**config.mk**
```make
export PLATFORM = sky130hd
export DESIGN_NAME = zbuf_port_arbiter_flat
export DESIGN_NICKNAME = d
export VERILOG_FILES = /design/src/rtl/zbuf_arb_pkg.sv /design/src/rtl/zbuf_port_arbiter_if.sv /design/src/rtl/zbuf_port_arbiter_rr_pick.sv /design/src/rtl/zbuf_port_arbiter.sv /design/src/flat_wrapper.sv
export SDC_FILE = /design/constraint.sdc
export NUM_CORES = 1
export LEC_CHECK = 0
export CORE_MARGIN = 8
export CORE_UTILIZATION = 36
export CTS_CLUSTER_DIAMETER = 60
export DETAILED_ROUTE_END_ITERATION = 12
export PLACE_DENSITY = 0.69
export SYNTH_ARGS = -nofsm -noshare
export SYNTH_HDL_FRONTEND = slang
export SYNTH_SLANG_ARGS = --single-unit
```
**constraint.sdc**
```tcl
create_clock -name clk -period 9.6 [get_ports clk]
set_input_delay 1.44 -clock clk [delete_from_list [all_inputs] [get_ports clk]]
set_output_delay 1.44 -clock clk [all_outputs]
set_load 0.01 [all_outputs]
```
**src/rtl/zbuf_arb_pkg.sv**
```systemverilog
// Shared types and constants for the z-buffer port arbiter.
package zbuf_arb_pkg;

  localparam int unsigned NUM_PORTS = 4;
  localparam int unsigned IDX_W     = 2;
  localparam int unsigned CNT_W     = 16;

  typedef logic [IDX_W-1:0] port_idx_t;

  typedef enum logic {
    IDLE = 1'b0,
    HOLD = 1'b1
  } arb_state_t;

  // Round-robin successor of a port index, wrapping 3 -> 0.
  function automatic port_idx_t next_idx(input port_idx_t i);
    return port_idx_t'(i + port_idx_t'(1));
  endfunction

endpackage

```
**src/rtl/zbuf_port_arbiter_if.sv**
```systemverilog
// FIFO-side and z-buffer-side signals of the arbiter, bundled as one interface.
interface zbuf_port_arbiter_if #(
  parameter int unsigned PIXEL_WIDTH = 16,
  parameter int unsigned MEM_LENGTH  = 8
);
  import zbuf_arb_pkg::*;

  logic                   req_1, req_2, req_3, req_4;
  logic [MEM_LENGTH-1:0]  fill_1, fill_2, fill_3, fill_4;
  logic [PIXEL_WIDTH-1:0] pix_in_1, pix_in_2, pix_in_3, pix_in_4;
  logic                   pop_1, pop_2, pop_3, pop_4;
  logic [PIXEL_WIDTH-1:0] pix_out;
  logic                   send_z_buffer;
  logic                   rdy_z_buffer;
  port_idx_t              grant_id;

  modport master (
    input  req_1, req_2, req_3, req_4,
    input  fill_1, fill_2, fill_3, fill_4,
    input  pix_in_1, pix_in_2, pix_in_3, pix_in_4,
    input  rdy_z_buffer,
    output pop_1, pop_2, pop_3, pop_4,
    output pix_out, send_z_buffer, grant_id
  );

  modport slave (
    output req_1, req_2, req_3, req_4,
    output fill_1, fill_2, fill_3, fill_4,
    output pix_in_1, pix_in_2, pix_in_3, pix_in_4,
    output rdy_z_buffer,
    input  pop_1, pop_2, pop_3, pop_4,
    input  pix_out, send_z_buffer, grant_id
  );

endinterface

```
**src/rtl/zbuf_port_arbiter_rr_pick.sv**
```systemverilog
// Combinational winner select: fullest urgent FIFO first, else first requester
// in round-robin order from ptr_i; equal fills resolve in round-robin order.
module zbuf_rr_pick
  import zbuf_arb_pkg::*;
#(
  parameter int unsigned MEM_LENGTH = 8
) (
  input  logic [NUM_PORTS-1:0]  req_i,
  input  logic [NUM_PORTS-1:0]  urgent_i,
  input  logic [MEM_LENGTH-1:0] fill_i [NUM_PORTS],
  input  port_idx_t             ptr_i,
  output logic                  any_o,
  output port_idx_t             winner_o
);

  port_idx_t             idx;
  port_idx_t             win_u, win_r;
  logic                  found_u, found_r;
  logic [MEM_LENGTH-1:0] best_fill;

  // Strict '>' keeps the earliest candidate in rr order on equal fill.
  always_comb begin
    idx       = ptr_i;
    win_u     = '0;
    win_r     = '0;
    found_u   = 1'b0;
    found_r   = 1'b0;
    best_fill = '0;
    for (int k = 0; k < NUM_PORTS; k++) begin
      idx = port_idx_t'(ptr_i + port_idx_t'(k));
      if (urgent_i[idx] && (!found_u || (fill_i[idx] > best_fill))) begin
        found_u   = 1'b1;
        win_u     = idx;
        best_fill = fill_i[idx];
      end
      if (req_i[idx] && !found_r) begin
        found_r = 1'b1;
        win_r   = idx;
      end
    end
    any_o    = |req_i;
    winner_o = found_u ? win_u : win_r;
  end

endmodule

```
**src/rtl/zbuf_port_arbiter.sv**
```systemverilog
// Shares the z-buffer write port among four pixel FIFOs with a one-entry output stage.
// Optional per-FIFO grant counters are built when ZBUF_ARB_STATS_EN is defined.
module zbuf_port_arbiter
  import zbuf_arb_pkg::*;
#(
  parameter int unsigned PIXEL_WIDTH   = 16,
  parameter int unsigned MEM_LENGTH    = 8,
  parameter int unsigned URGENT_THRESH = 6
) (
  input  logic                 clk,
  input  logic                 reset,
  zbuf_port_arbiter_if.master  zb
`ifdef ZBUF_ARB_STATS_EN
  ,
  output logic [CNT_W-1:0]     grant_cnt_1,
  output logic [CNT_W-1:0]     grant_cnt_2,
  output logic [CNT_W-1:0]     grant_cnt_3,
  output logic [CNT_W-1:0]     grant_cnt_4
`endif
);

  logic [NUM_PORTS-1:0]   req;
  logic [NUM_PORTS-1:0]   urgent;
  logic [MEM_LENGTH-1:0]  fill   [NUM_PORTS];
  logic [PIXEL_WIDTH-1:0] pix_in [NUM_PORTS];
  logic                   any;
  port_idx_t              winner;

  arb_state_t             state_q, state_d;
  port_idx_t              ptr_q, ptr_d;
  port_idx_t              gid_q, gid_d;
  logic [PIXEL_WIDTH-1:0] pix_q, pix_d;
  logic                   send_q, send_d;
  logic                   do_pop_c;
  logic [NUM_PORTS-1:0]   pop_c;

  assign req       = {zb.req_4, zb.req_3, zb.req_2, zb.req_1};
  assign fill[0]   = zb.fill_1;
  assign fill[1]   = zb.fill_2;
  assign fill[2]   = zb.fill_3;
  assign fill[3]   = zb.fill_4;
  assign pix_in[0] = zb.pix_in_1;
  assign pix_in[1] = zb.pix_in_2;
  assign pix_in[2] = zb.pix_in_3;
  assign pix_in[3] = zb.pix_in_4;

  always_comb begin
    urgent = '0;
    for (int i = 0; i < NUM_PORTS; i++) begin
      urgent[i] = req[i] && (fill[i] >= MEM_LENGTH'(URGENT_THRESH));
    end
  end

  zbuf_rr_pick #(
    .MEM_LENGTH (MEM_LENGTH)
  ) u_pick (
    .req_i    (req),
    .urgent_i (urgent),
    .fill_i   (fill),
    .ptr_i    (ptr_q),
    .any_o    (any),
    .winner_o (winner)
  );

  always_ff @(posedge clk) begin
    if (reset) begin
      state_q <= IDLE;
      ptr_q   <= '0;
      gid_q   <= '0;
      pix_q   <= '0;
      send_q  <= 1'b0;
    end else begin
      state_q <= state_d;
      ptr_q   <= ptr_d;
      gid_q   <= gid_d;
      pix_q   <= pix_d;
      send_q  <= send_d;
    end
  end

  // A pop refills the stage; in HOLD it is only allowed while the current word drains.
  always_comb begin
    state_d  = state_q;
    ptr_d    = ptr_q;
    gid_d    = gid_q;
    pix_d    = pix_q;
    send_d   = send_q;
    pop_c    = '0;
    do_pop_c = !reset && any && ((state_q == IDLE) || zb.rdy_z_buffer);
    if (do_pop_c) begin
      pop_c[winner] = 1'b1;
      ptr_d         = next_idx(winner);
      gid_d         = winner;
      pix_d         = pix_in[winner];
      send_d        = 1'b1;
      state_d       = HOLD;
    end else begin
      case (state_q)
        IDLE: state_d = IDLE;
        HOLD: begin
          if (zb.rdy_z_buffer) begin
            send_d  = 1'b0;
            state_d = IDLE;
          end
        end
        default: state_d = IDLE;
      endcase
    end
  end

  assign zb.pop_1         = pop_c[0];
  assign zb.pop_2         = pop_c[1];
  assign zb.pop_3         = pop_c[2];
  assign zb.pop_4         = pop_c[3];
  assign zb.pix_out       = pix_q;
  assign zb.send_z_buffer = send_q;
  assign zb.grant_id      = gid_q;

`ifdef ZBUF_ARB_STATS_EN
  logic [NUM_PORTS-1:0][CNT_W-1:0] cnt_q, cnt_d;

  // Saturating per-FIFO grant counters.
  always_comb begin
    cnt_d = cnt_q;
    for (int i = 0; i < NUM_PORTS; i++) begin
      if (pop_c[i] && (cnt_q[i] != {CNT_W{1'b1}})) begin
        cnt_d[i] = cnt_q[i] + CNT_W'(1);
      end
    end
  end

  always_ff @(posedge clk) begin
    if (reset) begin
      cnt_q <= '0;
    end else begin
      cnt_q <= cnt_d;
    end
  end

  assign grant_cnt_1 = cnt_q[0];
  assign grant_cnt_2 = cnt_q[1];
  assign grant_cnt_3 = cnt_q[2];
  assign grant_cnt_4 = cnt_q[3];
`endif

endmodule
```
**src/flat_wrapper.sv**
```systemverilog
// flat-port wrapper written by rule: the top's interface ports become plain ports
module zbuf_port_arbiter_flat import zbuf_arb_pkg::*;
#(
  parameter int unsigned PIXEL_WIDTH   = 16,
  parameter int unsigned MEM_LENGTH    = 8,
  parameter int unsigned URGENT_THRESH = 6
)
  (clk, reset, zb_req_1, zb_req_2, zb_req_3, zb_req_4, zb_fill_1, zb_fill_2, zb_fill_3, zb_fill_4, zb_pix_in_1, zb_pix_in_2, zb_pix_in_3, zb_pix_in_4, zb_rdy_z_buffer, zb_pop_1, zb_pop_2, zb_pop_3, zb_pop_4, zb_pix_out, zb_send_z_buffer, zb_grant_id);
  zbuf_port_arbiter_if #(.PIXEL_WIDTH(PIXEL_WIDTH), .MEM_LENGTH(MEM_LENGTH)) zb_i ();
  input  logic clk;
  input  logic reset;
  input wire logic [$bits(zb_i.req_1)-1:0] zb_req_1;
  input wire logic [$bits(zb_i.req_2)-1:0] zb_req_2;
  input wire logic [$bits(zb_i.req_3)-1:0] zb_req_3;
  input wire logic [$bits(zb_i.req_4)-1:0] zb_req_4;
  input wire logic [$bits(zb_i.fill_1)-1:0] zb_fill_1;
  input wire logic [$bits(zb_i.fill_2)-1:0] zb_fill_2;
  input wire logic [$bits(zb_i.fill_3)-1:0] zb_fill_3;
  input wire logic [$bits(zb_i.fill_4)-1:0] zb_fill_4;
  input wire logic [$bits(zb_i.pix_in_1)-1:0] zb_pix_in_1;
  input wire logic [$bits(zb_i.pix_in_2)-1:0] zb_pix_in_2;
  input wire logic [$bits(zb_i.pix_in_3)-1:0] zb_pix_in_3;
  input wire logic [$bits(zb_i.pix_in_4)-1:0] zb_pix_in_4;
  input wire logic [$bits(zb_i.rdy_z_buffer)-1:0] zb_rdy_z_buffer;
  output wire logic [$bits(zb_i.pop_1)-1:0] zb_pop_1;
  output wire logic [$bits(zb_i.pop_2)-1:0] zb_pop_2;
  output wire logic [$bits(zb_i.pop_3)-1:0] zb_pop_3;
  output wire logic [$bits(zb_i.pop_4)-1:0] zb_pop_4;
  output wire logic [$bits(zb_i.pix_out)-1:0] zb_pix_out;
  output wire logic [$bits(zb_i.send_z_buffer)-1:0] zb_send_z_buffer;
  output wire logic [$bits(zb_i.grant_id)-1:0] zb_grant_id;
  assign zb_i.req_1 = zb_req_1;
  assign zb_i.req_2 = zb_req_2;
  assign zb_i.req_3 = zb_req_3;
  assign zb_i.req_4 = zb_req_4;
  assign zb_i.fill_1 = zb_fill_1;
  assign zb_i.fill_2 = zb_fill_2;
  assign zb_i.fill_3 = zb_fill_3;
  assign zb_i.fill_4 = zb_fill_4;
  assign zb_i.pix_in_1 = zb_pix_in_1;
  assign zb_i.pix_in_2 = zb_pix_in_2;
  assign zb_i.pix_in_3 = zb_pix_in_3;
  assign zb_i.pix_in_4 = zb_pix_in_4;
  assign zb_i.rdy_z_buffer = zb_rdy_z_buffer;
  assign zb_pop_1 = zb_i.pop_1;
  assign zb_pop_2 = zb_i.pop_2;
  assign zb_pop_3 = zb_i.pop_3;
  assign zb_pop_4 = zb_i.pop_4;
  assign zb_pix_out = zb_i.pix_out;
  assign zb_send_z_buffer = zb_i.send_z_buffer;
  assign zb_grant_id = zb_i.grant_id;
  zbuf_port_arbiter #(.PIXEL_WIDTH(PIXEL_WIDTH), .MEM_LENGTH(MEM_LENGTH), .URGENT_THRESH(URGENT_THRESH)) u_core (.clk(clk), .reset(reset), .zb(zb_i));
endmodule
```
# [Yosys cells after proc, flatten, opt, wreduce, memory -nomap -nowiden]
# Cells that the tools add are included.
[op_classes] n_addsub=4 multipliers=0 n_div=0 n_lt_le_gt_ge=18 n_eq_ne=0 shifts=0 mux=59 bitwise_logic=6 reduce_logical=28
[op_table] cell="$mux W8" n=11
[op_table] cell="$bmux W8 S2" n=4
[op_table] cell="$bmux W16 S2" n=1
[op_table] cell="$ge A8 B3 Y1 const B" n=4
[op_table] cell="$mux W16" n=2
[op_table] cell="$gt A8 B8 Y1" n=3
[op_table] cell="$mux W1" n=21
[op_table] cell="$mux W2" n=9
[op_table] cell="$bmux W1 S2" n=8
[op_table] cell="$ge A3 B3 Y1 const B" n=5
[op_table] cell="$lt A2 B3 Y1 const B" n=5
[op_table] cell="$not A2 Y3" n=5
[op_table] cell="$logic_and A1 B1 Y1" n=13
[op_table] cell="$logic_not A1 Y1" n=7
[op_table] cell="$add A2 B1 Y2 const B" n=2
[op_table] cell="$add A2 B2 Y2 const B" n=2
[op_table] cell="$logic_or A1 B1 Y1" n=4
[op_table] cell="$mux W4" n=1
[op_table] cell="$reduce_bool A2 Y1" n=2
[op_table] cell="$reduce_or A4 Y1" n=1
[op_table] cell="$demux W1 S2" n=1
[op_table] cell="$ge A2 B1 Y1 const B" n=1
[op_table] cell="$pmux W1 S2" n=1
[op_table] cell="$reduce_and A2 Y1" n=1
[op_table] cell="$not A1 Y1" n=1
[word_totals] regBits=22 latchBits=0 mem_bits_rw=0 romBits=0 elab_cells=120 n_memories=0

# [Longest topological paths before layout]
[logic_depth] word_depth=23 depth_mapped=40

# [Cells and area by module]
# From an unflattened synthesis, not the netlist that was laid out.
[hier_totals] cells_unflattened=379 area_unflattened_um2=3321.9
[by_module_without_submodules] module="zbuf_rr_pick" instances=1 cells_per_inst=275 area_per_inst_um2=2021.9
[by_module_without_submodules] module="zbuf_port_arbiter" instances=1 cells_per_inst=104 area_per_inst_um2=1300.0

# [Worst setup path after synthesis]
# OpenSTA, ideal clock, no wires.
[synth_path] path_type="input-to-output" from="in zb_fill_4[1]" to="out zb_pop_2" arrival_ps=8417 required_ps=8160 setup_slack_ps=-257 cell_stages=37 n_path_buf=5 path_cell_list="a211o_1 > o41a_4 > mux2i_4 > mux2i_2 > buf_6 > o211ai_1 > ha_1 > nor2b_1 > o211ai_1 > a21oi_1 > o32ai_4 > a21oi_1 > clkbuf_1 > nor2_1 > a21oi_1 > ha_1 > nor2b_1 > o211ai_1 > a21oi_1 > o22a_1 > a21oi_1 > o32ai_1 > clkbuf_1 > a21oi_1 > ha_1 > a21o_1 > a211oi_1 > o211ai_1 > a32oi_1 > o32ai_4 > o21a_1 > buf_4 > nor3_2 > buf_4 > inv_1 > ha_1 > and2_1"
[synth_via] elab_chain_cells=23 elab_cells_between_ends=52
[synth_lines] element="start, declared" line_no="flat_wrapper.sv:19" rtl="input wire logic [$bits(zb_i.fill_4)-1:0] zb_fill_4;"
[synth_lines] element="$ge A8 B3 Y1" line_no="zbuf_port_arbiter.sv:50" rtl="urgent[i] = req[i] && (fill[i] >= MEM_LENGTH'(URGENT_THRESH));"
[synth_lines] element="$logic_and A1 B1 Y1" line_no="zbuf_port_arbiter.sv:50"
[synth_lines] element="$bmux W1 S2" line_no="zbuf_port_arbiter_rr_pick.sv:31" rtl="if (urgent_i[idx] && (!found_u || (fill_i[idx] > best_fill))) begin"
[synth_lines] element="$mux W1 (not written as such)" line_no="zbuf_port_arbiter_rr_pick.sv:31"
[synth_lines] element="$mux W8 / $mux W1 (equally long branches)" line_no="zbuf_port_arbiter_rr_pick.sv:31"
[synth_lines] element="$gt A8 B8 Y1 / $logic_not A1 Y1 (equally long branches)" line_no="zbuf_port_arbiter_rr_pick.sv:31"
[synth_lines] element="$logic_or A1 B1 Y1" line_no="zbuf_port_arbiter_rr_pick.sv:31"
[synth_lines] element="$logic_and A1 B1 Y1" line_no="zbuf_port_arbiter_rr_pick.sv:31"
[synth_lines] element="(+8 left out)"
[synth_lines] element="$mux W2 / $mux W1 (equally long branches)" line_no="zbuf_port_arbiter_rr_pick.sv:31"
[synth_lines] element="$mux W2 (*)" line_no="zbuf_port_arbiter_rr_pick.sv:42" rtl="winner_o = found_u ? win_u : win_r;"
[synth_lines] element="net u_core.u_pick.winner_o[0]" line_no="zbuf_port_arbiter_rr_pick.sv:13" rtl="output port_idx_t winner_o"
[synth_lines] element="$lt A2 B3 Y1 (not written as such) / $ge A2 B1 Y1 (equally long branches)" line_no="zbuf_port_arbiter.sv:91" rtl="pop_c[winner] = 1'b1;"
[synth_lines] element="$logic_and A1 B1 Y1 (not written as such)" line_no="zbuf_port_arbiter.sv:91"
[synth_lines] element="$mux W1 (not written as such)" line_no="zbuf_port_arbiter.sv:91"
[synth_lines] element="$demux W1 S2 (*)"
[synth_lines] element="$mux W4 (*)" line_no="zbuf_port_arbiter.sv:90" rtl="if (do_pop_c) begin"
[synth_lines] element="end, declared" line_no="flat_wrapper.sv:26" rtl="output wire logic [$bits(zb_i.pop_2)-1:0] zb_pop_2;"
# Mark *: on every way through the listed nets, which the timed path passes. The rest lies on a longest branch. The select of a mux whose other input is x is not followed.

# [Worst setup path after layout]
[layout_path] from="in zb_fill_4[2]" to="out zb_pop_1"
[layout_via] elab_chain_cells=23 elab_cells_between_ends=52
[layout_lines] element="$ge A8 B3 Y1" line_no="zbuf_port_arbiter.sv:50"
[layout_lines] element="$logic_and A1 B1 Y1" line_no="zbuf_port_arbiter.sv:50"
[layout_lines] element="$bmux W1 S2" line_no="zbuf_port_arbiter_rr_pick.sv:31"
[layout_lines] element="$mux W1 (not written as such)" line_no="zbuf_port_arbiter_rr_pick.sv:31"
[layout_lines] element="$mux W8 / $mux W1 (equally long branches)" line_no="zbuf_port_arbiter_rr_pick.sv:31"
[layout_lines] element="$gt A8 B8 Y1 / $logic_not A1 Y1 (equally long branches)" line_no="zbuf_port_arbiter_rr_pick.sv:31"
[layout_lines] element="$logic_or A1 B1 Y1" line_no="zbuf_port_arbiter_rr_pick.sv:31"
[layout_lines] element="$logic_and A1 B1 Y1" line_no="zbuf_port_arbiter_rr_pick.sv:31"
[layout_lines] element="(+7 left out)"
[layout_lines] element="$logic_and A1 B1 Y1" line_no="zbuf_port_arbiter_rr_pick.sv:31"
[layout_lines] element="$mux W2 / $mux W1 (equally long branches)" line_no="zbuf_port_arbiter_rr_pick.sv:31"
[layout_lines] element="$mux W2 (*)" line_no="zbuf_port_arbiter_rr_pick.sv:42"
[layout_lines] element="$lt A2 B3 Y1 (not written as such) / $ge A2 B1 Y1 (equally long branches)" line_no="zbuf_port_arbiter.sv:91"
[layout_lines] element="$logic_and A1 B1 Y1 (not written as such)" line_no="zbuf_port_arbiter.sv:91"
[layout_lines] element="$mux W1 (not written as such)" line_no="zbuf_port_arbiter.sv:91"
[layout_lines] element="$demux W1 S2 (*)"
[layout_lines] element="$mux W4 (*)" line_no="zbuf_port_arbiter.sv:90"
[layout_lines] element="end, declared" line_no="flat_wrapper.sv:25" rtl="output wire logic [$bits(zb_i.pop_1)-1:0] zb_pop_1;"
# Mark *: on every way between the ends. The rest lies on a longest branch, timed or not. The select of a mux whose other input is x is not followed.

==> impl_results.md <==
- Routed len/inst: 19.76 microns
- Routed Antenna Nets: 0
- Die area: 13,580 sq um
- Max layer used: met4
- DRC viols: 0
- #FFs+latches synth: 22
- Data arrival, critical path: 8.25 ns
- Mapped Nets: 550
- Rows: 36
- Ant diodes: 0
- Initial Utilization: 37.24%
- Vias: 4,318
- Area grow syn2layout: 65.07%
- Vias in the first global route: 4,475
- Sinks on Clock Net: 22
- Number of flops mapped to enable cells by yosys: 0
- Largest net degree at the start of global routing: 50
- Outcome: complete, but fails checks
- Register area: 441.7 sq um
- Main synth FF type: dfxtp_1
- Die Ht: 116.6 microns
- Met2 WL post-DR: 7524 microns
- Mapped Area: 3640 sq um
- Failing checks: negative setup slack
- I/O Pins: 126
- First-pass detailed-route iteration total: 5
- Fin. max-slew vios: 0
- Number of DRC markers in iteration 0: 236
- Fill cell instance count of the final layout: 788
- Max Cap Viol: 0
- Initial antenna violation count: 0
- GRT Resource Usage Total: 20.68%
- Synth Instances: 419
- CTS HTree Levels: 1
- Yosys cell types: 67
- Number of port buffers: 125
- Share of flip-flops with an asynchronous set or reset: 0%
- Synth warn: 0
- Part of the cycle the worst path needs: 101.0%
- Final min period: 9.694 ns
- Dpl cells: 722
- Die width: 116.6 microns
- Multi-input logic area: 3242 sq um
- NumNets Final: 745
- Worst-skew pair later-pin latency: 0.27 ns
- Maximum VDD drop: 307.6 uV
- Pre-CTS setup slack: -0.9502 ns
- Share of layout cells above drive strength 1: 35.56%
- CTS tree: yes
- Wire length on met3: 1238 microns
- CP Class: in2out
- Final Skew: 0.001112 ns
- # setup viols final: 4
- Element type at the critical path end: output pin
- Pwr per Cell Area: 450.4 nW/um^2
- Gp weighted congestion: 0.9034
- Commonest non-fill, non-tap cells in the layout: 94 x clkdlybuf4s50_1, 90 x buf_4, 37 x nand2_1
- CTS hold repair buffers: 0
- M1 WL: 5723 microns
- Clock Tree Buf Depth: 2
- Worst-path clk slew: 0.09 ns
- CP max stage cell: o211ai_1
- Crit-path max cell delay: 0.44 ns
- Routed wire length: 14,740 microns
- CP Launch Type: input pin
- First-pass GRT wire length: 22,460 microns
- Cts bufs inserted: 3
- Worst slew pin tran: 0.6866 ns
- Setup TNS: -0.3082 ns
- Post-synthesis sequential area ratio: 12.10%
- Core Area: 9774 sq um
- Critical Path RT: 8.16 ns
- Design Area, Final: 6008 sq um
- Hold Slack: 0.4612 ns
- CP max FO: 8
- Final Hold Fails: 0
- Detailed Place HPWL: 11,100 microns
- DR vias/cell: 5.788
- Achievable frequency: 103.2 MHz
- Total gr overflow: 0
- Most frequent CP cell: a21oi_2
- Hold Path Class: reg2reg
- Placed Area: 5428 sq um
- Final cell count without fillers: 746
- Avg Inst Size Synth: 8.687 sq um
- Root Driver: clkbuf_8
- Worst setup margin: -0.09443 ns
- RSZ-0062 raised after global routing: true
- Most common cell after layout, fill and taps aside: clkdlybuf4s50_1
- Pleak: 2.457 nW
- Slew HR: 54.23%
[final timing paths]
path              slack [ns]                         start  depth (start not counted)                              endpoint
hold reg to reg         0.46     u_core.state_q$_SDFF_PP0_                          1  u_core.zb.send_z_buffer$_SDFFE_PP0P_
hold / removal          0.46     u_core.state_q$_SDFF_PP0_                          1  u_core.zb.send_z_buffer$_SDFFE_PP0P_
setup / recovery       -0.09                  zb_fill_4[2]                         37                              zb_pop_1
setup reg to reg        2.17  u_core.ptr_q[0]$_SDFFE_PP0P_                         31     u_core.zb.pix_out[3]$_SDFFE_PP0P_
[where the power goes]
| group | switching (W) | internal (W) | total (W) |
|---|---|---|---|
| combinational | 0.00126 | 0.00121 | 0.00247 |
| sequential | 0.0000183 | 0.000128 | 0.000146 |
| clock | 0.0000339 | 0.0000558 | 0.0000896 |
[metrics by stage]
| stage | total power [W] | utilization, % |
|---|---|---|
| 2_1_floorplan | 0.001546 | - |
| 3_3_place_gp | 0.002043 | 55.53 |
| 3_5_place_dp | 0.002104 | 55.53 |
| 4_1_cts | 0.002445 | 59.14 |
| 5_1_grt | 0.002899 | 61.47 |
| 6_report | 0.002706 | 61.47 |
[synthesized netlist by cell type, types with 4 or more instances]
master     n  area [sq um]
a21oi_1   42         210.2
nand2_1   38         142.6
mux2i_1   30         300.3
ha_1      28         350.3
nor2_1    28         105.1
nand4_1   25         156.4
dfxtp_1   22         440.4
o31ai_1   18         135.1
o211ai_1  15         112.6
mux4_2    12         270.3
a211o_1   11         96.34
mux2_2    10         112.6
o211ai_2  10         125.1
o21ai_0   10         50.05
clkbuf_1   9         33.78
inv_1      9         33.78
buf_6      7         78.83
a211o_2    6         60.06
and2_1     5         31.28
nor2b_1    5         31.28
a211oi_1   4         30.03
a21o_1     4         30.03
buf_1      4         15.01
o22ai_1    4         25.02
[layout make-up]
type	count	area share (%)
well taps	133	2.770
multi-input cells	354	53.96
clock buffers	3	0.6872
clock inverters	1	0.4998
repair buffers	223	34.03
flip-flops and latches	22	7.351
inverters	10	0.7080
[state kept, by name (all words and copies together) (netlist names)]
register	count
u_core.state_q	1
u_core.zb.send_z_buffer	1
u_core.ptr_q	2
u_core.zb.pix_out	16
u_core.zb.grant_id	2
[worst max-delay path: cells and delay by family]
| family | cells | cell delay [ns] |
|---|---|---|
| AO/OA/AOI/OAI | 18 | 3.53 |
| AND/OR/NAND/NOR | 7 | 1.01 |
| adder cells (fa/ha/maj) | 4 | 1.00 |
| buffers and inverters | 6 | 0.87 |
| multiplexers | 2 | 0.38 |
[what timing repair did]
item | 4_1_cts | 5_1_grt
resized for setup | 91 | 49
setup endpoints to repair | 4 | 4
buffers inserted | 16 | 6
pin swaps | 34 | 39
[metal layers]
| metal | GRT usage (%) | vias up |
|---|---|---|
| li1 | - | 2060 |
| met3 | 5.326 | 22 |
| met4 | 5.461 | 0 |
| met1 | 24.34 | 2052 |
| met5 | 0 | - |
| met2 | 36.40 | 184 |
[cells by family (layout without fill, tap and decap cells)]
kind of cell / Yosys count / in the layout / synth area share [%]
AO/OA/AOI/OAI: 152 / 152 / 32.38
adder cells (fa/ha/maj): 28 / 28 / 9.625
buffers and inverters: 43 / 237 / 7.700
flip-flops: 22 / 22 / 12.10
multiplexers: 57 / 57 / 21.83
AND/OR/NAND/NOR: 117 / 117 / 16.36
Note: power is estimated with default switching activity, not from simulation.
